--- config.mk ---
export PLATFORM = sky130hd
export DESIGN_NAME = timer0_interrupt_responder_flat
export DESIGN_NICKNAME = d
export VERILOG_FILES = /design/src/rtl/timer0_irq_pkg.sv /design/src/rtl/timer0_interrupt_responder_if.sv /design/src/rtl/timer0_irq_arbiter.sv /design/src/rtl/timer0_interrupt_responder.sv /design/src/flat_wrapper.sv
export SDC_FILE = /design/constraint.sdc
export NUM_CORES = 1
export LEC_CHECK = 0
export BUFFER_PORTS_ARGS = -buffer_cell sky130_fd_sc_hd__buf_2
export CAP_MARGIN = 20
export CORE_UTILIZATION = 48
export DETAILED_ROUTE_END_ITERATION = 6
export GPL_TIMING_DRIVEN = 0
export PLACE_DENSITY_LB_ADDON = 0.2
export SYNTH_ARGS = -nofsm -noshare
export SYNTH_HDL_FRONTEND = slang
export SYNTH_HIERARCHICAL = 1
export SYNTH_SLANG_ARGS = --single-unit
--- constraint.sdc ---
create_clock -name sysClock -period 1.81 [get_ports sysClock]
set_input_delay 0.181 -clock sysClock [delete_from_list [all_inputs] [get_ports sysClock]]
set_output_delay 0.181 -clock sysClock [all_outputs]
set_load 0.03 [all_outputs]
--- src/rtl/timer0_irq_pkg.sv ---
// Timer0 interrupt responder: shared types and constants.
// Contents: FSM state enum, TIFR/TIMSK bit indices, source encodings,
// default vector addresses and a source-to-flag-mask helper.
package timer0_irq_pkg;

    typedef enum logic [2:0] {
        IDLE    = 3'd0,
        REQ     = 3'd1,
        CLEAR   = 3'd2,
        SERVICE = 3'd3,
        HOLDOFF = 3'd4
    } state_t;

    localparam int TOV0 = 0;
    localparam int OCF0 = 1;

    // Encodings line up with the TIFR bit positions so a source doubles as its flag mask.
    localparam logic [1:0] SRC_NONE = 2'b00;
    localparam logic [1:0] SRC_OVF  = 2'b01;
    localparam logic [1:0] SRC_COMP = 2'b10;

    localparam logic [15:0] DEF_VEC_COMP = 16'h0014;
    localparam logic [15:0] DEF_VEC_OVF  = 16'h0016;

    function automatic logic [7:0] src_mask(input logic [1:0] src);
        return {6'b000000, src};
    endfunction

endpackage

--- src/rtl/timer0_interrupt_responder_if.sv ---
// Bus between the CPU core / Timer0 side (master) and the interrupt responder (slave).
// Inputs to responder: TIFR_in, TIMSK_in, global_int_enable, instr_boundary, irq_ack, reti_done.
// Outputs from responder: irq_request, irq_vector, irq_source, TIFR_clear_data,
// TIFR_clear_write_enable, clear_global_int, busy.
// With TIMER0_IRQ_STATS_EN defined: stats_clear (in), comp_count/ovf_count (out).
interface timer0_interrupt_responder_if;
    logic [7:0]  TIFR_in;
    logic [7:0]  TIMSK_in;
    logic        global_int_enable;
    logic        instr_boundary;
    logic        irq_ack;
    logic        reti_done;
    logic        irq_request;
    logic [15:0] irq_vector;
    logic [1:0]  irq_source;
    logic [7:0]  TIFR_clear_data;
    logic        TIFR_clear_write_enable;
    logic        clear_global_int;
    logic        busy;
`ifdef TIMER0_IRQ_STATS_EN
    logic        stats_clear;
    logic [7:0]  comp_count;
    logic [7:0]  ovf_count;
`endif

    modport master (
        output TIFR_in, TIMSK_in, global_int_enable, instr_boundary, irq_ack, reti_done,
        input  irq_request, irq_vector, irq_source, TIFR_clear_data,
               TIFR_clear_write_enable, clear_global_int, busy
`ifdef TIMER0_IRQ_STATS_EN
        , output stats_clear
        , input  comp_count, ovf_count
`endif
    );

    modport slave (
        input  TIFR_in, TIMSK_in, global_int_enable, instr_boundary, irq_ack, reti_done,
        output irq_request, irq_vector, irq_source, TIFR_clear_data,
               TIFR_clear_write_enable, clear_global_int, busy
`ifdef TIMER0_IRQ_STATS_EN
        , input  stats_clear
        , output comp_count, ovf_count
`endif
    );

endinterface

--- src/rtl/timer0_irq_arbiter.sv ---
// Combinational priority select between TIMER0_COMP and TIMER0_OVF.
// Ports: flags/mask - TIFR/TIMSK bits [1:0]; src - winning source (SRC_NONE if none);
// vec - vector word address of the winner (0 if none). COMP beats OVF.
module timer0_irq_arbiter
    import timer0_irq_pkg::*;
#(
    parameter logic [15:0] VEC_COMP = DEF_VEC_COMP,
    parameter logic [15:0] VEC_OVF  = DEF_VEC_OVF
) (
    input  logic [1:0]  flags,
    input  logic [1:0]  mask,
    output logic [1:0]  src,
    output logic [15:0] vec
);

    always_comb begin
        src = SRC_NONE;
        vec = 16'h0000;
        if (flags[OCF0] & mask[OCF0]) begin
            src = SRC_COMP;
            vec = VEC_COMP;
        end else if (flags[TOV0] & mask[TOV0]) begin
            src = SRC_OVF;
            vec = VEC_OVF;
        end
    end

endmodule

--- src/rtl/timer0_interrupt_responder.sv ---
// Timer0 interrupt responder: watches TIFR/TIMSK and the I bit, raises a vectored
// request, clears the serviced flag through the timer's TIFR write port on ack,
// tracks the handler until RETI and enforces an instruction holdoff afterwards.
// Ports: sysClock, system_reset (async, active-high), bus (slave modport of
// timer0_interrupt_responder_if).
// Optional feature: define TIMER0_IRQ_STATS_EN for saturating per-source service counters.
//
// state   | meaning
// IDLE    | waiting for an eligible flag at an instruction boundary with I=1
// REQ     | request raised, source/vector frozen until ack or withdrawal
// CLEAR   | one-cycle TIFR write of the serviced flag, I bit cleared
// SERVICE | handler running, waiting for RETI
// HOLDOFF | counting instruction boundaries after RETI before re-arming
module timer0_interrupt_responder
    import timer0_irq_pkg::*;
#(
    parameter logic [15:0] VEC_COMP      = DEF_VEC_COMP,
    parameter logic [15:0] VEC_OVF       = DEF_VEC_OVF,
    parameter int unsigned HOLDOFF_INSTR = 1
) (
    input  logic sysClock,
    input  logic system_reset,
    timer0_interrupt_responder_if.slave bus
);

    localparam logic [7:0] HOLD_LOAD = 8'(HOLDOFF_INSTR);

    state_t      state;
    logic [1:0]  src_q;
    logic [15:0] vec_q;
    logic        req_q;
    logic        we_q;
    logic        cgi_q;
    logic        busy_q;
    logic [7:0]  hold_cnt;

    logic [1:0]  arb_src;
    logic [15:0] arb_vec;
    logic        latched_ok;
    logic        unused_mask_bits;

    timer0_irq_arbiter #(
        .VEC_COMP (VEC_COMP),
        .VEC_OVF  (VEC_OVF)
    ) u_arbiter (
        .flags (bus.TIFR_in[1:0]),
        .mask  (bus.TIMSK_in[1:0]),
        .src   (arb_src),
        .vec   (arb_vec)
    );

    // Still eligible: the latched source's flag and enable are both present.
    assign latched_ok = |(bus.TIFR_in[1:0] & bus.TIMSK_in[1:0] & src_q);
    assign unused_mask_bits = ^bus.TIMSK_in[7:2];

    always_ff @(posedge sysClock or posedge system_reset) begin
        if (system_reset) begin
            state    <= IDLE;
            src_q    <= SRC_NONE;
            vec_q    <= 16'h0000;
            req_q    <= 1'b0;
            we_q     <= 1'b0;
            cgi_q    <= 1'b0;
            busy_q   <= 1'b0;
            hold_cnt <= 8'h00;
        end else begin
            case (state)
                IDLE: begin
                    if ((arb_src != SRC_NONE) && bus.global_int_enable && bus.instr_boundary) begin
                        state <= REQ;
                        req_q <= 1'b1;
                        src_q <= arb_src;
                        vec_q <= arb_vec;
                    end
                end
                REQ: begin
                    if (bus.irq_ack) begin
                        state  <= CLEAR;
                        req_q  <= 1'b0;
                        vec_q  <= 16'h0000;
                        we_q   <= 1'b1;
                        cgi_q  <= 1'b1;
                        busy_q <= 1'b1;
                    end else if (!latched_ok || !bus.global_int_enable) begin
                        state <= IDLE;
                        req_q <= 1'b0;
                        vec_q <= 16'h0000;
                        src_q <= SRC_NONE;
                    end
                end
                CLEAR: begin
                    state <= SERVICE;
                    we_q  <= 1'b0;
                    cgi_q <= 1'b0;
                end
                SERVICE: begin
                    if (bus.reti_done) begin
                        busy_q <= 1'b0;
                        if (HOLD_LOAD == 8'h00) begin
                            state <= IDLE;
                            src_q <= SRC_NONE;
                        end else begin
                            state    <= HOLDOFF;
                            hold_cnt <= HOLD_LOAD;
                        end
                    end
                end
                HOLDOFF: begin
                    if (hold_cnt == 8'h00) begin
                        state <= IDLE;
                        src_q <= SRC_NONE;
                    end else if (bus.instr_boundary) begin
                        hold_cnt <= hold_cnt - 8'h01;
                    end
                end
                default: state <= IDLE;
            endcase
        end
    end

    assign bus.irq_request             = req_q;
    assign bus.irq_vector              = vec_q;
    assign bus.irq_source              = src_q;
    assign bus.TIFR_clear_write_enable = we_q;
    assign bus.clear_global_int        = cgi_q;
    assign bus.busy                    = busy_q;
    // Data reflects TIFR in the write cycle itself so untouched flags are written back as seen.
    assign bus.TIFR_clear_data         = we_q ? (bus.TIFR_in & ~src_mask(src_q)) : 8'h00;

`ifdef TIMER0_IRQ_STATS_EN
    logic       enter_clear;
    logic [7:0] comp_cnt;
    logic [7:0] ovf_cnt;

    assign enter_clear = (state == REQ) && bus.irq_ack;

    always_ff @(posedge sysClock or posedge system_reset) begin
        if (system_reset) begin
            comp_cnt <= 8'h00;
            ovf_cnt  <= 8'h00;
        end else if (bus.stats_clear) begin
            comp_cnt <= 8'h00;
            ovf_cnt  <= 8'h00;
        end else if (enter_clear) begin
            if ((src_q == SRC_COMP) && (comp_cnt != 8'hFF)) comp_cnt <= comp_cnt + 8'h01;
            if ((src_q == SRC_OVF)  && (ovf_cnt  != 8'hFF)) ovf_cnt  <= ovf_cnt  + 8'h01;
        end
    end

    assign bus.comp_count = comp_cnt;
    assign bus.ovf_count  = ovf_cnt;
`endif

endmodule

--- src/flat_wrapper.sv ---
// flat-port wrapper written by rule: the top's interface ports become plain ports
module timer0_interrupt_responder_flat import timer0_irq_pkg::*;
#(
    parameter logic [15:0] VEC_COMP      = DEF_VEC_COMP,
    parameter logic [15:0] VEC_OVF       = DEF_VEC_OVF,
    parameter int unsigned HOLDOFF_INSTR = 1
)
  (sysClock, system_reset, bus_TIFR_in, bus_TIMSK_in, bus_global_int_enable, bus_instr_boundary, bus_irq_ack, bus_reti_done, bus_irq_request, bus_irq_vector, bus_irq_source, bus_TIFR_clear_data, bus_TIFR_clear_write_enable, bus_clear_global_int, bus_busy);
  timer0_interrupt_responder_if bus_i ();
  input  logic sysClock;
  input  logic system_reset;
  input wire logic [$bits(bus_i.TIFR_in)-1:0] bus_TIFR_in;
  input wire logic [$bits(bus_i.TIMSK_in)-1:0] bus_TIMSK_in;
  input wire logic [$bits(bus_i.global_int_enable)-1:0] bus_global_int_enable;
  input wire logic [$bits(bus_i.instr_boundary)-1:0] bus_instr_boundary;
  input wire logic [$bits(bus_i.irq_ack)-1:0] bus_irq_ack;
  input wire logic [$bits(bus_i.reti_done)-1:0] bus_reti_done;
  output wire logic [$bits(bus_i.irq_request)-1:0] bus_irq_request;
  output wire logic [$bits(bus_i.irq_vector)-1:0] bus_irq_vector;
  output wire logic [$bits(bus_i.irq_source)-1:0] bus_irq_source;
  output wire logic [$bits(bus_i.TIFR_clear_data)-1:0] bus_TIFR_clear_data;
  output wire logic [$bits(bus_i.TIFR_clear_write_enable)-1:0] bus_TIFR_clear_write_enable;
  output wire logic [$bits(bus_i.clear_global_int)-1:0] bus_clear_global_int;
  output wire logic [$bits(bus_i.busy)-1:0] bus_busy;
  assign bus_i.TIFR_in = bus_TIFR_in;
  assign bus_i.TIMSK_in = bus_TIMSK_in;
  assign bus_i.global_int_enable = bus_global_int_enable;
  assign bus_i.instr_boundary = bus_instr_boundary;
  assign bus_i.irq_ack = bus_irq_ack;
  assign bus_i.reti_done = bus_reti_done;
  assign bus_irq_request = bus_i.irq_request;
  assign bus_irq_vector = bus_i.irq_vector;
  assign bus_irq_source = bus_i.irq_source;
  assign bus_TIFR_clear_data = bus_i.TIFR_clear_data;
  assign bus_TIFR_clear_write_enable = bus_i.TIFR_clear_write_enable;
  assign bus_clear_global_int = bus_i.clear_global_int;
  assign bus_busy = bus_i.busy;
  timer0_interrupt_responder #(.VEC_COMP(VEC_COMP), .VEC_OVF(VEC_OVF), .HOLDOFF_INSTR(HOLDOFF_INSTR)) u_core (.sysClock(sysClock), .system_reset(system_reset), .bus(bus_i));
endmodule
# --- Word-level counts from Yosys, hierarchy flattened ---
# Index checks and enable logic that the tools add are counted.
# W data, S select, Z words.
op_classes:
  addsub: 1
  n_eq_ne: 13
  muxes: 32
  bitwise_logic: 6
  n_reduce_logical: 20
op_table:
  columns: ["op", "n"]
  rows:
  - ["$mux W16", 3]
  - ["$mux W8", 4]
  - ["$pmux W16 S2", 1]
  - ["$pmux W8 S2", 1]
  - ["$mux W3", 5]
  - ["$pmux W3 S5", 1]
  - ["$mux W2", 5]
  - ["$mux W5", 2]
  - ["$ne A2 B2 Y1 const B", 5]
  - ["$reduce_bool A2 Y1", 5]
  - ["$and A8 B8 Y8", 1]
  - ["$logic_not A8 Y1", 1]
  - ["$not A2 Y8", 1]
  - ["$reduce_and A4 Y1", 2]
  - ["$sub A8 B1 Y8 const B", 1]
  - ["$eq A3 B2 Y1 const B", 2]
  - ["$mux W1", 6]
  - ["$ne A2 B1 Y1 const B", 3]
  - ["$pmux W1 S2", 3]
  - ["$pmux W2 S3", 1]
  - ["$reduce_and A3 Y1", 2]
  - ["$reduce_and A5 Y1", 1]
  - ["$and A2 B2 Y2", 2]
  - ["$eq A3 B1 Y1 const B", 1]
  - ["10 further kinds", 13]
word_totals:
  register_bits: 32
  in_bits: 22
  out_inout_bits: 30
  wordCells: 79

# --- Logic depth before layout (Yosys ltp) ---
depth:
  depth_word: 8
  mapped_depth: 8
  mapped_depth_nobuf: 6

# --- By module ---
# The synthesis kept the hierarchy.
modules_own_cells:
  columns: ["mod", "n_inst", "cells_each", "area_per_inst_um2", "seq_area_each_um2"]
  rows:
  - ["timer0_interrupt_responder", 1, 195, 1781.7, 800.8]
  - ["timer0_irq_arbiter", 1, 20, 146.4, 0.0]

# --- Worst setup path before layout ---
# Ideal clock, no wire load.
synth_timing:
  path_kind: "register to register"
  from: "register u_core.hold_cnt[2]"
  to: "register u_core.hold_cnt[2]"
  setup_ps: 119
  arrival_time_ps: 1725
  required_time_ps: 1691
  path_slack_ps: -34
  path_stages_with_launch: 6
  path_buffers: 1
  period_less_slack_ps: 1844
  path_cell_list: "dfrtp_1 -> or4_1 -> buf_2 -> o311ai_4 -> or4_1 -> a21bo_1"
synth_via:
  elab_chain_len: 4
  word_cells_on_any_way: 7
  cone_classes: "add/sub: 1; eq/ne: 1; mux: 3; reduce/logical: 2"
synth_rtl:
  columns: ["element", "line", "text"]
  rows:
  - ["from (decl)", "timer0_interrupt_responder.sv:35", "logic [7:0] hold_cnt;"]
  - ["from (signal assigned)", "timer0_interrupt_responder.sv:113", "hold_cnt <= hold_cnt - 8'h01;"]
  - ["$sub A8 B1 Y8", "timer0_interrupt_responder.sv:113", null]
  - ["$mux W8", "timer0_interrupt_responder.sv:112", "end else if (bus.instr_boundary) begin"]
  - ["$mux W8", "timer0_interrupt_responder.sv:109", "if (hold_cnt == 8'h00) begin"]
  - ["$pmux W8 S2", "timer0_interrupt_responder.sv:67", "case (state)"]
# Several ways; a longest one is shown, not always the timed one. The select of a mux whose other input is x is not followed.
# A chain may end at the register's enable or synchronous reset.

# --- Worst setup path after layout ---
layout_timing:
  from: "register u_core.state[0]"
  to: "register u_core.hold_cnt[7]"
layout_via:
  elab_chain_len: 3
  word_cells_on_any_way: 8
  cone_classes: "eq/ne: 5; mux: 1; reduce/logical: 2"
layout_rtl:
  columns: ["element", "line", "text"]
  rows:
  - ["from (decl)", "timer0_interrupt_responder.sv:28", "state_t state;"]
  - ["from (signal assigned)", "timer0_interrupt_responder.sv:58", "state <= IDLE;"]
  - ["from (signal assigned)", "timer0_interrupt_responder.sv:70", "state <= REQ;"]
  - ["from (signal assigned)", "timer0_interrupt_responder.sv:78", "state <= CLEAR;"]
  - ["$eq A3 B3 Y1 / $eq A3 B2 Y1 (equally long branches)", "timer0_interrupt_responder.sv:67", null]
  - ["$ne A2 B2 Y1 (no line) / $reduce_bool A2 Y1 (equally long branches)", null, null]
  - ["$reduce_and A4 Y1 (no line)", null, null]
# Several ways; a longest one is shown, not always the timed one.

==> results.txt <==
Status - completed
H-tree levels - 2
Pin count of the biggest net entering global routing - 21
Sw frac - 47.3%
Final Slew Violations - 0
Clk network pwr share - 13.4%
Post-Syn Area - 1930 sq um
Grt ovf - 0
Crit path time final - 1.79 ns
Worst Path Arrival - 1.99 ns
CP cell instances - clkbuf_8 -> nor3b_2 -> o311ai_4 -> nor4_1 -> mux2i_1
Die ar. - 4270 sq um
Core Util, Final - 66.4%
Hold Slack - 0.242 ns
GP Congestion - 0.852
DRC - 0
Top-area cell type share of the netlist area - 41.5%
VDD IR max - 0.959 mV
Leak Pwr - 1.35 nW
CP Max Fanout - 9
EDFF count, synth - 0
Post-synthesis sequential area ratio - 41.5%
Reg clk slew, reported paths - 0.06 ns
Initial antenna violation count - 0
Combinational group share of total power - 55.4%
FFs w/ async S/R, synth - 100%
Wire per inst - 13.0 um
NetSw - 1.73 mW
Worst stage delay on the critical path - 0.44 ns
I/O pin cnt - 52
RSZ-0062 raised after global routing - yes
Routed Wire Length - 4.32 mm
Inserted Diodes - 0
Fin nets - 311
Warnings from Yosys - 6
Core area - 3740 sq um
Post-route cell area - 2490 sq um
Max Root-Sink Buffers - 2
Area after DPL - 2290 sq um
Worst-Skew Late Latency - 0.28 ns
Sequential power share - 31.2%
Final antenna-violating net count - 0
Tcrit/Tclk final - 99.0%
First-pass GRT wire length - 7.39 mm
Worst slew pin tran - 0.578 ns
Count leader, synth - dfrtp_1
Die width - 65.4 um
Crit path capture type - flop
Num CTS Buffers - 5
Vias per cell - 5.21
Layout cell share with drive strength beyond 1 - 35.8%
Post-synth top cells - dfrtp_1, a21oi_1, nand2_1
Slew headroom - 61.4%
Vias in the first global route - 1,655
Buf+Inv Stages, Crit Path - 1
Port buffer count - 45
Final setup margin - 0.0186 ns
Row Count - 22
Crit path max-delay cell type - nor4_1
Synth cell types - 44
Final Hold Viols - 0
CP startpoint kind - flop
Worst-case clock skew - 0.00198 ns
DR iter-0 viols - 69
Detailed Place HPWL - 3.00 mm
Endpoints failing setup - 0
Total clock sinks - 32
PwrDens - 1470 nW/um^2
Chip height - 65.4 um
Area Overhead vs Synth - 29.0%
Initial core utilization - 51.5%
Total Power - 3.66 mW
Yosys reg bits - 32
Dominant register cell in the synthesized netlist - dfrtp_1
Initial DRT Pass Iterations - 4
Worst EP required - 2.01 ns
CTS tree - yes
CP Class - reg -> reg
Worst hold path class - in -> reg
Cell internal pwr - 1.93 mW
Setup WS pre-CTS - -0.138 ns
Total GRT Usage - 22.4%
Largest delay share family, worst path - simple AND/OR/NAND/NOR gates
Syn Area/Cell - 8.97 sq um
Fmax - 0.558 GHz
Syn Inst Count - 215
Max-cap viol count - 0
Vias - 1,734
CTS root buf - clkbuf_8
Area contributors post-synth - dfrtp_1, a21o_1, a21oi_1
Cell taking the most area after synthesis - dfrtp_1
[power by group through the flow]
stage	Clock (mW)	Combinational [mW]	Sequential, mW
floorplan	0	1.15	1.39
global placement	0	1.83	1.14
CTS	0.504	1.99	1.14
global route	0.540	2.22	1.18
finish	0.491	2.03	1.14
detailed placement	0	1.87	1.15
[sequential cells by signal, indices dropped and copies added, names as in the netlist]
register,count
u_core/bus.clear_global_int,1
u_core/bus.irq_source,2
u_core/bus.busy,1
u_core/bus.irq_vector,16
u_core/state,3
u_core/bus.irq_request,1
u_core/hold_cnt,8
[cell type report]
cell class / instances / area [sq um]
Multi-Input combinational cell: 161 / 1030
Sequential cell: 32 / 801
Inverter: 6 / 22.5
Timing Repair Buffer: 54 / 319
Tap cell: 48 / 60.1
Buffer: 27 / 186
Clock buffer: 5 / 68.8
Fill cell: 330 / 1260
[cell usage in the layout, fill, tap and decap left out, types with 2 or more instances in the layout]
master	instances
and4_1	2
and3b_1	2
or3_2	2
ha_1	2
nand2b_1	2
nor3_2	3
nand3_1	17
a21o_1	17
dfrtp_1	32
buf_2	45
a31o_2	3
clkbuf_8	7
nand2_1	24
nor2_1	8
nand4_1	3
a21oi_1	23
clkbuf_2	4
o31ai_1	2
conb_1	13
mux2i_1	3
buf_4	22
clkbuf_1	5
inv_1	5
o21ai_0	2
and2_1	6
[kinds of logic after synthesis]
group | Yosys count | synth area share (%)
AOI/OAI and AO/OA | 60 | 21.4
adders and majority gates | 2 | 1.30
buffers and inverters | 34 | 10.8
DFF | 32 | 41.5
muxes | 3 | 1.56
other | 1 | 0.194
and+or+nand+nor | 83 | 23.2
[per-layer routing]
metal | track usage (%) | part of all wire (%) | wire length, um
met1 | 27.9 | 46 | 1990
met2 | 38.3 | 47 | 2040
met3 | 5.03 | 5.4 | 235
met4 | 6.79 | 1.3 | 57
met5 | 0 | 0 | 0
[stage by stage]
step | instances | TNS [ns]
floorplan | 227 | 0
global placement | 320 | -1.85
detailed placement | 321 | -1.91
CTS | 331 | -0.0584
global route | 333 | -0.0327
finish | 333 | 0
[path summary, 6_finish.rpt]
kind                                          from                   endpoint  slack [ns]  depth (start not counted)
worst min-delay path                   bus_irq_ack            u_core/bus.busy        0.24                          3
max in group asynchronous             system_reset   u_core/bus.irq_source[1]        0.82                          4
min in group asynchronous             system_reset  u_core/bus.irq_vector[12]        0.50                          3
worst min register to register  u_core/hold_cnt[5]         u_core/hold_cnt[5]        0.48                          1
worst max-delay path               u_core/state[0]         u_core/hold_cnt[7]        0.02                          5
worst max register to register     u_core/state[0]         u_core/hold_cnt[7]        0.02                          5
[worst min-delay path: stages]
cell and delay [ns]:
buf_2 0.13, a31oi_1 0.09, nor2_1 0.08
[what timing repair did]
| action | 4_1_cts | 5_1_grt |
|---|---|---|
| pin swaps | 4 | 2 |
| hold endpoints to repair | 12 | 0 |
| resized for setup | 11 | 15 |
| hold buffers | 1 | 0 |
| setup endpoints to repair | 9 | 22 |
| setup buffers | 4 | 3 |
Note: power is estimated with default switching activity, not from simulation.
